$ cat src/rtl/leds_pattern_show.sv
// Button-driven LED pattern player: a synchronized, debounced push button
// steps through OFF, ALL_ON, BLINK and CHASE, paced by a free-running step timer.
module leds_pattern_show #(
    parameter int N_LEDS          = 8,
    parameter int DEBOUNCE_CYCLES = 4,
    parameter int STEP_CYCLES     = 10
) (
    input  logic              clock,
    input  logic              reset,
    input  logic              pushButton,
    output logic [N_LEDS-1:0] leds,
    output logic [1:0]        mode
);

    localparam int DBW = (DEBOUNCE_CYCLES > 1) ? $clog2(DEBOUNCE_CYCLES) : 1;
    localparam int STW = (STEP_CYCLES > 1) ? $clog2(STEP_CYCLES) : 1;
    localparam logic [DBW-1:0]    DB_LAST  = DBW'(DEBOUNCE_CYCLES - 1);
    localparam logic [STW-1:0]    ST_LAST  = STW'(STEP_CYCLES - 1);
    localparam logic [N_LEDS-1:0] PTR_INIT = N_LEDS'(1);

    typedef enum logic [1:0] {
        MODE_OFF    = 2'd0,
        MODE_ALL_ON = 2'd1,
        MODE_BLINK  = 2'd2,
        MODE_CHASE  = 2'd3
    } mode_t;

    logic              r_s1;
    logic              r_s2;
    logic              r_stable;
    logic              r_stable_d;
    logic [DBW-1:0]    r_db_cnt;
    logic [STW-1:0]    r_timer;
    logic              r_phase;
    logic [N_LEDS-1:0] r_ptr;
    mode_t             r_mode;
    mode_t             w_mode_next;
    logic              w_press;
    logic              w_tick;

    // Synchronizer and debouncer: a level is accepted only after it differs
    // from the stable value for DEBOUNCE_CYCLES consecutive edges.
    always_ff @(posedge clock or posedge reset) begin
        if (reset) begin
            r_s1       <= 1'b0;
            r_s2       <= 1'b0;
            r_stable   <= 1'b0;
            r_stable_d <= 1'b0;
            r_db_cnt   <= '0;
        end else begin
            r_s1       <= pushButton;
            r_s2       <= r_s1;
            r_stable_d <= r_stable;
            if (r_s2 != r_stable) begin
                if (r_db_cnt == DB_LAST) begin
                    r_stable <= r_s2;
                    r_db_cnt <= '0;
                end else begin
                    r_db_cnt <= r_db_cnt + DBW'(1);
                end
            end else begin
                r_db_cnt <= '0;
            end
        end
    end

    assign w_press = r_stable & ~r_stable_d;
    assign w_tick  = (r_timer == ST_LAST);

    always_ff @(posedge clock or posedge reset) begin
        if (reset) begin
            r_mode <= MODE_OFF;
        end else begin
            r_mode <= w_mode_next;
        end
    end

    always_comb begin
        w_mode_next = r_mode;
        if (w_press) begin
            case (r_mode)
                MODE_OFF:    w_mode_next = MODE_ALL_ON;
                MODE_ALL_ON: w_mode_next = MODE_BLINK;
                MODE_BLINK:  w_mode_next = MODE_CHASE;
                MODE_CHASE:  w_mode_next = MODE_OFF;
                default:     w_mode_next = MODE_OFF;
            endcase
        end
    end

    // A press restarts the pattern from its first step, discarding any tick on the same edge.
    always_ff @(posedge clock or posedge reset) begin
        if (reset) begin
            r_timer <= '0;
            r_phase <= 1'b1;
            r_ptr   <= PTR_INIT;
        end else if (w_press) begin
            r_timer <= '0;
            r_phase <= 1'b1;
            r_ptr   <= PTR_INIT;
        end else begin
            r_timer <= w_tick ? '0 : r_timer + STW'(1);
            if (w_tick && r_mode == MODE_BLINK) begin
                r_phase <= ~r_phase;
            end
            if (w_tick && r_mode == MODE_CHASE) begin
                r_ptr <= {r_ptr[N_LEDS-2:0], r_ptr[N_LEDS-1]};
            end
        end
    end

    genvar gi;
    generate
        for (gi = 0; gi < N_LEDS; gi++) begin : g_led
            assign leds[gi] = (r_mode == MODE_ALL_ON)
                            | ((r_mode == MODE_BLINK) & r_phase)
                            | ((r_mode == MODE_CHASE) & r_ptr[gi]);
        end
    endgenerate

    assign mode = r_mode;

endmodule
$ cat config.mk
export PLATFORM = sky130hd
export DESIGN_NAME = leds_pattern_show
export DESIGN_NICKNAME = d
export VERILOG_FILES = /design/src/rtl/leds_pattern_show.sv
export SDC_FILE = /design/constraint.sdc
export NUM_CORES = 1
export LEC_CHECK = 0
export BUFFER_PORTS_ARGS = -buffer_cell sky130_fd_sc_hd__buf_2
export CORE_MARGIN = 2
export CORE_UTILIZATION = 50
export DETAILED_ROUTE_END_ITERATION = 10
export GPL_ROUTABILITY_DRIVEN = 0
export PLACE_DENSITY = 0.83
export SLEW_MARGIN = 0
export SYNTH_ARGS = -nofsm -noshare
export SYNTH_HDL_FRONTEND = slang
export SYNTH_SLANG_ARGS = --single-unit
$ cat constraint.sdc
create_clock -name clock -period 1.41 [get_ports clock]
set_clock_uncertainty 0.2 [all_clocks]
set_input_delay 0.282 -clock clock [delete_from_list [all_inputs] [get_ports clock]]
set_output_delay 0.282 -clock clock [all_outputs]
set_load 0.03 [all_outputs]
==> run_results.csv <==
group,metric,value,unit
run_status,run_status,"finished with violations",
run_status,violations,"negative setup slack",
clocking,worst_skew_pair.late_latency,300,ps
drt,wl_met1,945,um
finish,area_delta_synth_final,38.4,%
synthesis,synth_compound_area_frac,0.0820,
clocking,path_clk_slew,120,ps
sta,min_period,1930,ps
die,die_x,49.2,um
worst_setup_path,crit_path_max_fanout,8,
sta,fin_crit_sh,1.37,
placed_design,port_buffers,12,
clocking,cts_sinks,21,
finish,drive_gt1_frac,0.446,
drt,post_drt_wl_per_cell,13.7,um
sta,hold_slack,163,ps
min_path,hp-class,"flop to flop",
drt,routed_wl,2.15,mm
synthesis,yosys.area_share.simple,0.230,
sta,maxSlewHeadroom,0.791,
power,ir_worst_vdd,1520,uV
power,p_total,3.20,mW
die,initial_utilization,0.526,
clocking,clockBufferDepth,2,
synthesis,synthCells,104,
drt,detail-route-antenna-nets,0,
clocking,root_buffer,"clkbuf_4",
sta,fin_ws,-515,ps
worst_setup_path,critPathRequiredTime,930,ps
drt,drc,0,
placed_design,pre_cts_ws,-199,ps
drt,first_pass_iters,4,
sta,tightest_slew,313,ps
sta,fmax,519,MHz
die,core-area,1940,sq um
synthesis,avgSynthCellArea,9.83,sq um
synthesis,yosys.cell_types.count,25,
drt,drtIter0Drc,17,
placed_design,hpwl,1.32,mm
worst_setup_path,cp_slowest_stage_delay,440,ps
die,num_rows,16,
worst_setup_path,end_kind,"primary output",
synthesis,synth_seq_cells,21,
drt,wl_met3,47,um
die,die_area,2420,sq um
synthesis,async_flop_share,1.00,
die,die_h,49.2,um
sta,slew_viol_final,0,
global_route,gr-total-overflow,0,
drt,wl_met2,1.14,mm
worst_setup_path,crit_slowest_cell,"dfrtp_2",
sta,hold_viol,0,
die,ios,13,
worst_setup_path,arrival,1440,ps
run,max-cap-violations,0,
clocking,cts_made_buffers,3,
power,leakagePower,0.659,nW
synthesis,synth_xor_area_frac,0.0171,
drt,top_layer_used,"met4",
synthesis,synth_warnings,0,
finish,most-common-layout-cells,"nand2_1, dfrtp_1, buf_6, buf_4",
global_route,grt_max_degree,22,
global_route,antenna_found_initial,0,
synthesis,synth_fa_ha_area_frac,0.0857,
clocking,cts_tree,"yes",
power,p_per_area,2260,nW/um^2
global_route,grt_pass1_wl,3.55,mm
global_route,grt_pass1_vias,780,
finish,num_antenna_cells,0,
finish,final_nets,141,
synthesis,synth_top_family_by_area,"simple AND/OR/NAND/NOR gates",
finish,final_common_cell,"nand2_1",
synthesis,syn_area,1020,sq um
global_route,grt_usage,0.191,
worst_setup_path,path_cells,"inv_2 > ha_2 > a21oi_4 > buf_12 > nand2_2 > buf_6",
sta,finalSetupViolations,18,
synthesis,ys_seq_area_frac,0.517,
clocking,cts-htree-levels,1,
synthesis,syn_nets,114,
synthesis,synthFlopType,"dfrtp_1",
synthesis,yosys-mux-area-fraction,0.0110,
worst_setup_path,critPathKind,"flop to primary output",
sta,rsz0062_at_grt,"yes",
synthesis,synth_edf_count,0,
worst_setup_path,start_kind,"flop",
drt,avgViaCountPerCell,5.18,
drt,dr_total_vias,814,
## cell usage after synthesis (2+ instances only)
cell type  instances  area [sq um]
nand2_1           26          97.6
dfrtp_1           19           475
ha_1               7          87.6
nand3_1            7          35.0
o21ai_1            7          35.0
a21oi_1            5          25.0
inv_1              5          18.8
nor2_1             3          11.3
o21ai_0            3          15.0
buf_6              2          22.5
clkbuf_2           2          10.0
dfstp_2            2          52.6
nand2b_1           2          12.5
nor2b_1            2          12.5
nor3_1             2          10.0
## metal layers
layer / track usage / vias to the layer above
li1: - / 402
met1: 0.235 / 400
met2: 0.349 / 10
met3: 0.0276 / 2
met4: 0.0429 / 0
met5: 0 / -
## cell type report
cell class	instances	area, sq um
Clock buffer	4	26.3
Fill cell	132	527
Inverter	5	18.8
Multi-Input combinational cell	74	563
Sequential cell	21	531
Tap cell	27	33.8
Timing Repair Buffer	26	243
## path summary, 6_finish.rpt
path | to | startpoint | slack (ps) | cells after the start
min reg2reg | r_s2 | r_s1 | 160 | 0
min in group asynchronous | r_timer[0] | reset | 340 | 4
min | r_s2 | r_s1 | 160 | 0
max reg2reg | r_ptr[3] | mode[1] | -110 | 5
max in group asynchronous | r_ptr[0] | reset | 390 | 4
max | leds[6] | mode[1] | -520 | 6
## timing repair
item,CTS,global route
setup buffers,0,0
hold buffers,2,0
pin swaps,3,5
endpoints found under the setup margin,18,21
endpoints found under the hold margin,20,0
gates cloned,1,0
gates resized for setup,28,2
## through the flow
step	cells	utilization	instance area (sq um)	TNS, ps
3_3_place_gp	150	0.635	1230	-1680
2_1_floorplan	104	-	1080	-2880
4_1_cts	157	0.721	1400	-4580
6_report	157	0.729	1420	-4750
3_5_place_dp	150	0.635	1230	-2290
5_1_grt	157	0.729	1420	-5720
## sequential cells by signal (all words and copies together) (netlist names)
| name | flops |
|---|---|
| r_s2 | 1 |
| r_stable | 1 |
| r_ptr | 8 |
| r_timer | 4 |
| mode | 2 |
| r_db_cnt | 2 |
| r_phase | 1 |
| r_stable_d | 1 |
| r_s1 | 1 |
## critical path: cells and delay by family, from the launching register on
| family | cells | cell delay (ps) |
|---|---|---|
| buffers and inverters | 3 | 340 |
| AND/OR/NAND/NOR | 1 | 60 |
| adder cells (fa/ha/maj) | 1 | 180 |
| AO/OA/AOI/OAI | 1 | 140 |
| flip-flops | 1 | 440 |
## where the power goes
group | internal, mW | leakage (nW) | switching [mW]
sequential | 0.743 | 0.266 | 0.140
clock | 0.110 | 0.0150 | 0.179
combinational | 0.922 | 0.378 | 1.10
## logic make-up after synthesis
| kind of cell | after synthesis |
|---|---|
| AO/OA/AOI/OAI | 16 |
| multiplexers | 1 |
| flip-flops | 21 |
| XOR/XNOR | 2 |
| buffers and inverters | 10 |
| adder cells (fa/ha/maj) | 7 |
| AND/OR/NAND/NOR | 47 |
Power figures use the tool's default switching activity.
